<file path="src/rtl/cpu_pkg.sv">
// Shared datapath encodings and types for the memory access stage.
// Imported by the stage, its stack pointer and its memory bus interface.
package cpu_pkg;

    localparam int DATA_W = 16;

    localparam logic [1:0] MADDR_ALUOUT = 2'b00;
    localparam logic [1:0] MADDR_PC     = 2'b01;
    localparam logic [1:0] MADDR_STACK  = 2'b10;
    localparam logic [1:0] MADDR_RD     = 2'b11;

    localparam logic MDIN_ALUOUT = 1'b0;
    localparam logic MDIN_BDATA  = 1'b1;

    localparam logic PUSH = 1'b0;
    localparam logic POP  = 1'b1;

    typedef enum logic [1:0] {
        IDLE,
        ACCESS,
        DONE
    } state_t;

endpackage

</file>
<file path="src/rtl/mem_access_unit_if.sv">
// Request/acknowledge bus between the memory access stage and memory.
// The stage is the master; memory answers with a one-cycle ack.
interface mem_access_unit_if
    import cpu_pkg::*;
#(
    parameter int WIDTH = DATA_W
);
    logic             req;
    logic             we;
    logic [WIDTH-1:0] addr;
    logic [WIDTH-1:0] wdata;
    logic [WIDTH-1:0] rdata;
    logic             ack;

    modport master (
        output req, we, addr, wdata,
        input  rdata, ack
    );

    modport slave (
        input  req, we, addr, wdata,
        output rdata, ack
    );
endinterface

</file>
<file path="src/rtl/mem_access_unit_stack_pointer.sv">
// Stack pointer register with push/pop address and next-value arithmetic.
// Push pre-decrements, pop post-increments; both wrap mod 2^WIDTH.
module stack_pointer
    import cpu_pkg::*;
#(
    parameter int               WIDTH    = DATA_W,
    parameter logic [WIDTH-1:0] SP_RESET = '0
) (
    input  logic             clk,
    input  logic             rst,
    input  logic             op,
    input  logic             commit,
    input  logic [WIDTH-1:0] commit_sp,
    output logic [WIDTH-1:0] sp,
    output logic [WIDTH-1:0] stack_addr,
    output logic [WIDTH-1:0] next_sp
);

    always_comb begin
        stack_addr = sp;
        next_sp    = sp;
        unique case (op)
            PUSH: begin
                stack_addr = sp - WIDTH'(1);
                next_sp    = sp - WIDTH'(1);
            end
            POP: begin
                stack_addr = sp;
                next_sp    = sp + WIDTH'(1);
            end
        endcase
    end

    always_ff @(posedge clk) begin
        if (rst) begin
            sp <= SP_RESET;
        end else if (commit) begin
            sp <= commit_sp;
        end
    end

endmodule

</file>
<file path="src/rtl/mem_access_unit.sv">
// Memory access stage: selects address/data, runs the req/ack access,
// latches read data into MDR and commits stack pointer updates.
module mem_access_unit
    import cpu_pkg::*;
#(
    parameter int               WIDTH    = DATA_W,
    parameter logic [WIDTH-1:0] SP_RESET = '0,
    parameter int               TIMEOUT  = 255
) (
    input  logic             CLK,
    input  logic             Reset,
    input  logic             MRead,
    input  logic             MWrite,
    input  logic [1:0]       MAddr,
    input  logic             MDin,
    input  logic             PshPop,
    input  logic             SPWrite,
    input  logic [WIDTH-1:0] PC,
    input  logic [WIDTH-1:0] ALUOut,
    input  logic [WIDTH-1:0] RdData,
    input  logic [WIDTH-1:0] BData,
    mem_access_unit_if.master mem,
    output logic [WIDTH-1:0] MDR,
    output logic [WIDTH-1:0] SP,
    output logic             Busy,
    output logic             Done,
    output logic             Err
);

    localparam logic [7:0] WAIT_LAST = 8'(TIMEOUT - 1);

    state_t           state;
    logic [7:0]       wait_cnt;
    logic             is_read;
    logic             sp_wr;
    logic [WIDTH-1:0] new_sp;
    logic [WIDTH-1:0] stack_addr;
    logic [WIDTH-1:0] next_sp;
    logic [WIDTH-1:0] addr_sel;
    logic [WIDTH-1:0] wdata_sel;
    logic             sp_commit;

    stack_pointer #(
        .WIDTH    (WIDTH),
        .SP_RESET (SP_RESET)
    ) u_sp (
        .clk        (CLK),
        .rst        (Reset),
        .op         (PshPop),
        .commit     (sp_commit),
        .commit_sp  (new_sp),
        .sp         (SP),
        .stack_addr (stack_addr),
        .next_sp    (next_sp)
    );

    always_comb begin
        addr_sel = ALUOut;
        unique case (MAddr)
            MADDR_ALUOUT: addr_sel = ALUOut;
            MADDR_PC:     addr_sel = PC;
            MADDR_STACK:  addr_sel = stack_addr;
            MADDR_RD:     addr_sel = RdData;
        endcase
    end

    always_comb begin
        wdata_sel = ALUOut;
        unique case (MDin)
            MDIN_ALUOUT: wdata_sel = ALUOut;
            MDIN_BDATA:  wdata_sel = BData;
        endcase
    end

    // SP only moves on a real ack; timeouts and resets leave it alone
    assign sp_commit = (state == ACCESS) && mem.ack && sp_wr;

    always_ff @(posedge CLK) begin
        if (Reset) begin
            state     <= IDLE;
            wait_cnt  <= '0;
            is_read   <= 1'b0;
            sp_wr     <= 1'b0;
            new_sp    <= '0;
            mem.req   <= 1'b0;
            mem.we    <= 1'b0;
            mem.addr  <= '0;
            mem.wdata <= '0;
            MDR       <= '0;
            Busy      <= 1'b0;
            Done      <= 1'b0;
            Err       <= 1'b0;
        end else begin
            Done <= 1'b0;
            unique case (state)
                IDLE: begin
                    if (MRead || MWrite) begin
                        state     <= ACCESS;
                        wait_cnt  <= '0;
                        is_read   <= !MWrite;
                        sp_wr     <= SPWrite && (MAddr == MADDR_STACK);
                        new_sp    <= next_sp;
                        mem.req   <= 1'b1;
                        mem.we    <= MWrite;
                        mem.addr  <= addr_sel;
                        mem.wdata <= wdata_sel;
                        Busy      <= 1'b1;
                        if (MRead && MWrite) begin
                            Err <= 1'b1;
                        end
                    end
                end
                ACCESS: begin
                    if (mem.ack) begin
                        if (is_read) begin
                            MDR <= mem.rdata;
                        end
                        state   <= DONE;
                        mem.req <= 1'b0;
                        mem.we  <= 1'b0;
                        Busy    <= 1'b0;
                        Done    <= 1'b1;
                    end else if (wait_cnt == WAIT_LAST) begin
                        state   <= DONE;
                        mem.req <= 1'b0;
                        mem.we  <= 1'b0;
                        Busy    <= 1'b0;
                        Done    <= 1'b1;
                        Err     <= 1'b1;
                    end else begin
                        wait_cnt <= wait_cnt + 8'd1;
                    end
                end
                DONE: begin
                    state <= IDLE;
                end
                default: begin
                    state <= IDLE;
                end
            endcase
        end
    end

endmodule

</file>
<file path="src/flat_wrapper.sv">
// flat-port wrapper written by rule: the top's interface ports become plain ports
module mem_access_unit_flat import cpu_pkg::*;
#(
    parameter int               WIDTH    = DATA_W,
    parameter logic [WIDTH-1:0] SP_RESET = '0,
    parameter int               TIMEOUT  = 255
)
  (CLK, Reset, MRead, MWrite, MAddr, MDin, PshPop, SPWrite, PC, ALUOut, RdData, BData, MDR, SP, Busy, Done, Err, mem_req, mem_we, mem_addr, mem_wdata, mem_rdata, mem_ack);
  mem_access_unit_if #(.WIDTH(WIDTH)) mem_i ();
  input  logic CLK;
  input  logic Reset;
  input  logic MRead;
  input  logic MWrite;
  input  logic [1:0] MAddr;
  input  logic MDin;
  input  logic PshPop;
  input  logic SPWrite;
  input  logic [WIDTH-1:0] PC;
  input  logic [WIDTH-1:0] ALUOut;
  input  logic [WIDTH-1:0] RdData;
  input  logic [WIDTH-1:0] BData;
  output logic [WIDTH-1:0] MDR;
  output logic [WIDTH-1:0] SP;
  output logic Busy;
  output logic Done;
  output logic Err;
  output wire logic [$bits(mem_i.req)-1:0] mem_req;
  output wire logic [$bits(mem_i.we)-1:0] mem_we;
  output wire logic [$bits(mem_i.addr)-1:0] mem_addr;
  output wire logic [$bits(mem_i.wdata)-1:0] mem_wdata;
  input wire logic [$bits(mem_i.rdata)-1:0] mem_rdata;
  input wire logic [$bits(mem_i.ack)-1:0] mem_ack;
  assign mem_req = mem_i.req;
  assign mem_we = mem_i.we;
  assign mem_addr = mem_i.addr;
  assign mem_wdata = mem_i.wdata;
  assign mem_i.rdata = mem_rdata;
  assign mem_i.ack = mem_ack;
  mem_access_unit #(.WIDTH(WIDTH), .SP_RESET(SP_RESET), .TIMEOUT(TIMEOUT)) u_core (.CLK(CLK), .Reset(Reset), .MRead(MRead), .MWrite(MWrite), .MAddr(MAddr), .MDin(MDin), .PshPop(PshPop), .SPWrite(SPWrite), .PC(PC), .ALUOut(ALUOut), .RdData(RdData), .BData(BData), .mem(mem_i), .MDR(MDR), .SP(SP), .Busy(Busy), .Done(Done), .Err(Err));
endmodule
</file>
<file path="config.mk">
export PLATFORM = sky130hd
export DESIGN_NAME = mem_access_unit_flat
export DESIGN_NICKNAME = d
export VERILOG_FILES = /design/src/rtl/cpu_pkg.sv /design/src/rtl/mem_access_unit_if.sv /design/src/rtl/mem_access_unit_stack_pointer.sv /design/src/rtl/mem_access_unit.sv /design/src/flat_wrapper.sv
export SDC_FILE = /design/constraint.sdc
export NUM_CORES = 1
export LEC_CHECK = 0
export CAP_MARGIN = 20
export CORE_AREA = 2 2 106 108
export CTS_CLUSTER_DIAMETER = 100
export DETAILED_ROUTE_END_ITERATION = 8
export DIE_AREA = 0 0 108 110
export PLACE_DENSITY = 0.78
export SLEW_MARGIN = 20
export SYNTH_ARGS = -nofsm -noshare
export SYNTH_HDL_FRONTEND = slang
export SYNTH_SLANG_ARGS = --single-unit
</file>
<file path="constraint.sdc">
create_clock -name CLK -period 5.12 [get_ports CLK]
set_input_delay 1.28 -clock CLK [delete_from_list [all_inputs] [get_ports CLK]]
set_output_delay 1.28 -clock CLK [all_outputs]
set_load 0.005 [all_outputs]
</file>
==> impl_metrics.env <==
export IMPL_status="finished, final reports clean"
export IMPL_ys_top_cells_by_count="101 x nand2_1, 96 x dfxtp_1, 50 x a21oi_1, 43 x nor2_1, 33 x clkbuf_1"
export IMPL_syn_nets=658
export IMPL_layout_min_cycle_time_ns=3.30
export IMPL_portBuffers=158
export IMPL_first_pass_iters=5
export IMPL_grt_max_degree=46
export IMPL_synth_area_leaders="dfxtp_1 41%, nand2_1 8.1%, mux2i_1 6.4%"
export IMPL_clock_sink_count=96
export IMPL_skew_ns=0.0199
export IMPL_crit_required_ns=5.41
export IMPL_muxShareOfSynthArea_pct=7.82
export IMPL_crit_type="input pin to flip-flop"
export IMPL_maxSlewHeadroom_pct=31.2
export IMPL_critical_path_top_delay_family="simple AND/OR/NAND/NOR gates"
export IMPL_fillers=953
export IMPL_fp_coreArea_mm2=0.0107
export IMPL_drive_gt1_share_pct=5.19
export IMPL_yosys_area_top_type="dfxtp_1"
export IMPL_io_pins=159
export IMPL_crit_fanout=14
export IMPL_arrival_ns=3.59
export IMPL_finalCritPeriodShare_pct=64.5
export IMPL_postCtsResizedCells=0
export IMPL_ant_nets=0
export IMPL_p_per_area_mw_per_mm2=260
export IMPL_synth_ff_type="dfxtp_1"
export IMPL_synth_edf_count=0
export IMPL_path_cells="clkdlybuf4s50_1 > o21ai_1 > buf_4 > nor2_1 > nand3b_1 > o22ai_1"
export IMPL_synth_seq_cells=96
export IMPL_dp_cells=818
export IMPL_drtIter0Drc=345
export IMPL_die_area_mm2=0.0119
export IMPL_synthMostInstantiatedCell="nand2_1"
export IMPL_post_cts_repair_setup_buffers=0
export IMPL_antenna_found_initial=0
export IMPL_synth_cell_types=55
export IMPL_remaining_drc_errors=0
export IMPL_grt_pass1_vias=4187
export IMPL_clock_latency_ns=0.39
export IMPL_fin_util_pct=60.7
export IMPL_async_flop_share_pct=0
export IMPL_grt_ovfl_total=0
export IMPL_clock_path_buffers=2
export IMPL_synth_compound_area_share_pct=18.2
export IMPL_wl_per_cell_um=16.4
export IMPL_setup_viol=0
export IMPL_nets=785
export IMPL_synth_area_mm2=0.00471
export IMPL_synthAdderAreaFrac_pct=1.60
export IMPL_synth_seq_area_share_pct=40.8
export IMPL_grt_pass1_wl_mm=21.1
export IMPL_place_hpwl_mm=10.1
export IMPL_synth_simple_area_share_pct=20.2
export IMPL_numCtsBuffers=9
export IMPL_fmax_mhz=303
export IMPL_synth_top_cell_area_share_pct=40.8
export IMPL_slew_viol_final=0
export IMPL_rows=38
export IMPL_grt_usage_pct=22.8
export IMPL_n_antenna_cell=0
export IMPL_wirelength_mm=13.7
export IMPL_synth_xor_area_share_pct=6.33
export IMPL_crit_buf_inv=2
export IMPL_synthToLayoutAreaGrowth_pct=38.0
export IMPL_drv_cap=0
export IMPL_clock_root_buffer="clkbuf_8"
export IMPL_cp_slowest_cell="nor2_1"
export IMPL_crit_path_end_kind="flip-flop"
export IMPL_hold_ws_ns=0.457
export IMPL_avgSynthCellArea_um2=8.37
export IMPL_leakagePower_uw=0.00231
export IMPL_stdcell_count=834
export IMPL_viasPerCell=5.36
export IMPL_worst_slew_pin_slew_ns=1.03
export IMPL_cp_start_kind="input pin"
export IMPL_max_stage_delay_ns=0.65
export IMPL_die_w_um=108
export IMPL_htree_levels=3
export IMPL_synth_top_family_by_area="simple AND/OR/NAND/NOR gates"
export IMPL_rsz0062_at_grt="false"
export IMPL_initial_utilization_pct=44.0
export IMPL_hold_path_class="flip-flop to flip-flop"
export IMPL_place_gp_congestion=0.923
export IMPL_tns_ns=0
export IMPL_vias=4474
export IMPL_ir_worst_vdd_uv=117
export IMPL_yosys_warnings=0
export IMPL_die_height_um=110
export IMPL_cts_tree="built"
export IMPL_clk_pin_slew_ns=0.09
export IMPL_hold_violations=0
export IMPL_netlist_instances=562
export IMPL_postCtsHoldBufs=0
==> through the flow <==
step,instance area (um^2),worst slack (ns),total power (uW)
global route,6490,1.69,1770
detailed placement,6280,1.43,1180
CTS,6490,1.83,1700
finish,6490,1.82,1690
floorplan,4710,2.30,994
global placement,6280,1.54,1170
==> worst min-delay path: stages (launching register included) <==
cell and delay [ns]:
dfxtp_1 0.32, nand2_1 0.05, a21oi_1 0.05
==> flip-flops by register name, summed over array words and instances, names as in the netlist <==
name / count
u_core.Done: 1
u_core.Err: 1
u_core.MDR: 16
u_core.is_read: 1
u_core.mem.addr: 16
u_core.mem.req: 1
u_core.mem.wdata: 16
u_core.mem.we: 1
u_core.new_sp: 16
u_core.sp_wr: 1
u_core.state: 2
u_core.u_sp.sp: 16
u_core.wait_cnt: 8
==> placed cells by master (no fill, tap or decap), types with 10 or more instances in the layout <==
cell	n
nor3_1	10
clkdlybuf4s50_1	157
mux2i_1	30
o211ai_1	13
xnor2_1	27
nand2_1	101
dfxtp_1	96
a21oi_1	50
o21ai_0	14
nor2_1	43
o22ai_1	11
a211oi_1	19
==> layout make-up <==
class / instances / area (um^2) / share of cell area (%)
multi-input cells: 412 / 2550 / 39.3
flip-flops and latches: 96 / 1920 / 29.6
repair buffers: 162 / 1610 / 24.7
well taps: 140 / 175 / 2.70
clock buffers: 9 / 124 / 1.91
clock inverters: 7 / 87.6 / 1.35
inverters: 8 / 30.0 / 0.462
==> path summary, 6_finish.rpt <==
path / from / to / slack [ns] / depth (start not counted)
setup / recovery: MWrite / u_core.mem.addr[9] / 1.82 / 6
hold / removal: u_core.new_sp[10] / u_core.u_sp.sp[10] / 0.46 / 2
hold reg to reg: u_core.new_sp[10] / u_core.u_sp.sp[10] / 0.46 / 2
setup reg to reg: u_core.state[0] / u_core.mem.addr[9] / 2.62 / 6
==> logic make-up after synthesis <==
family,Yosys count
XOR/XNOR,34
flip-flops,96
adder cells (fa/ha/maj),6
buffers and inverters,54
multiplexers,33
AO/OA/AOI/OAI,136
AND/OR/NAND/NOR,203
==> power breakdown <==
group | total (uW) | switching [uW] | internal, uW
clock network | 529 | 294 | 236
registers | 823 | 28.7 | 794
logic | 338 | 149 | 188
==> layer usage <==
layer  global-route usage [%]  up-vias  routed length [um]
met3                     5.70       27                 938
li1                         -     2227                   -
met4                     7.14        0                 274
met2                     36.9      149                6330
met1                     30.0     2071                6160
met5                        0        -                   0
(Power assumes the default switching activity.)
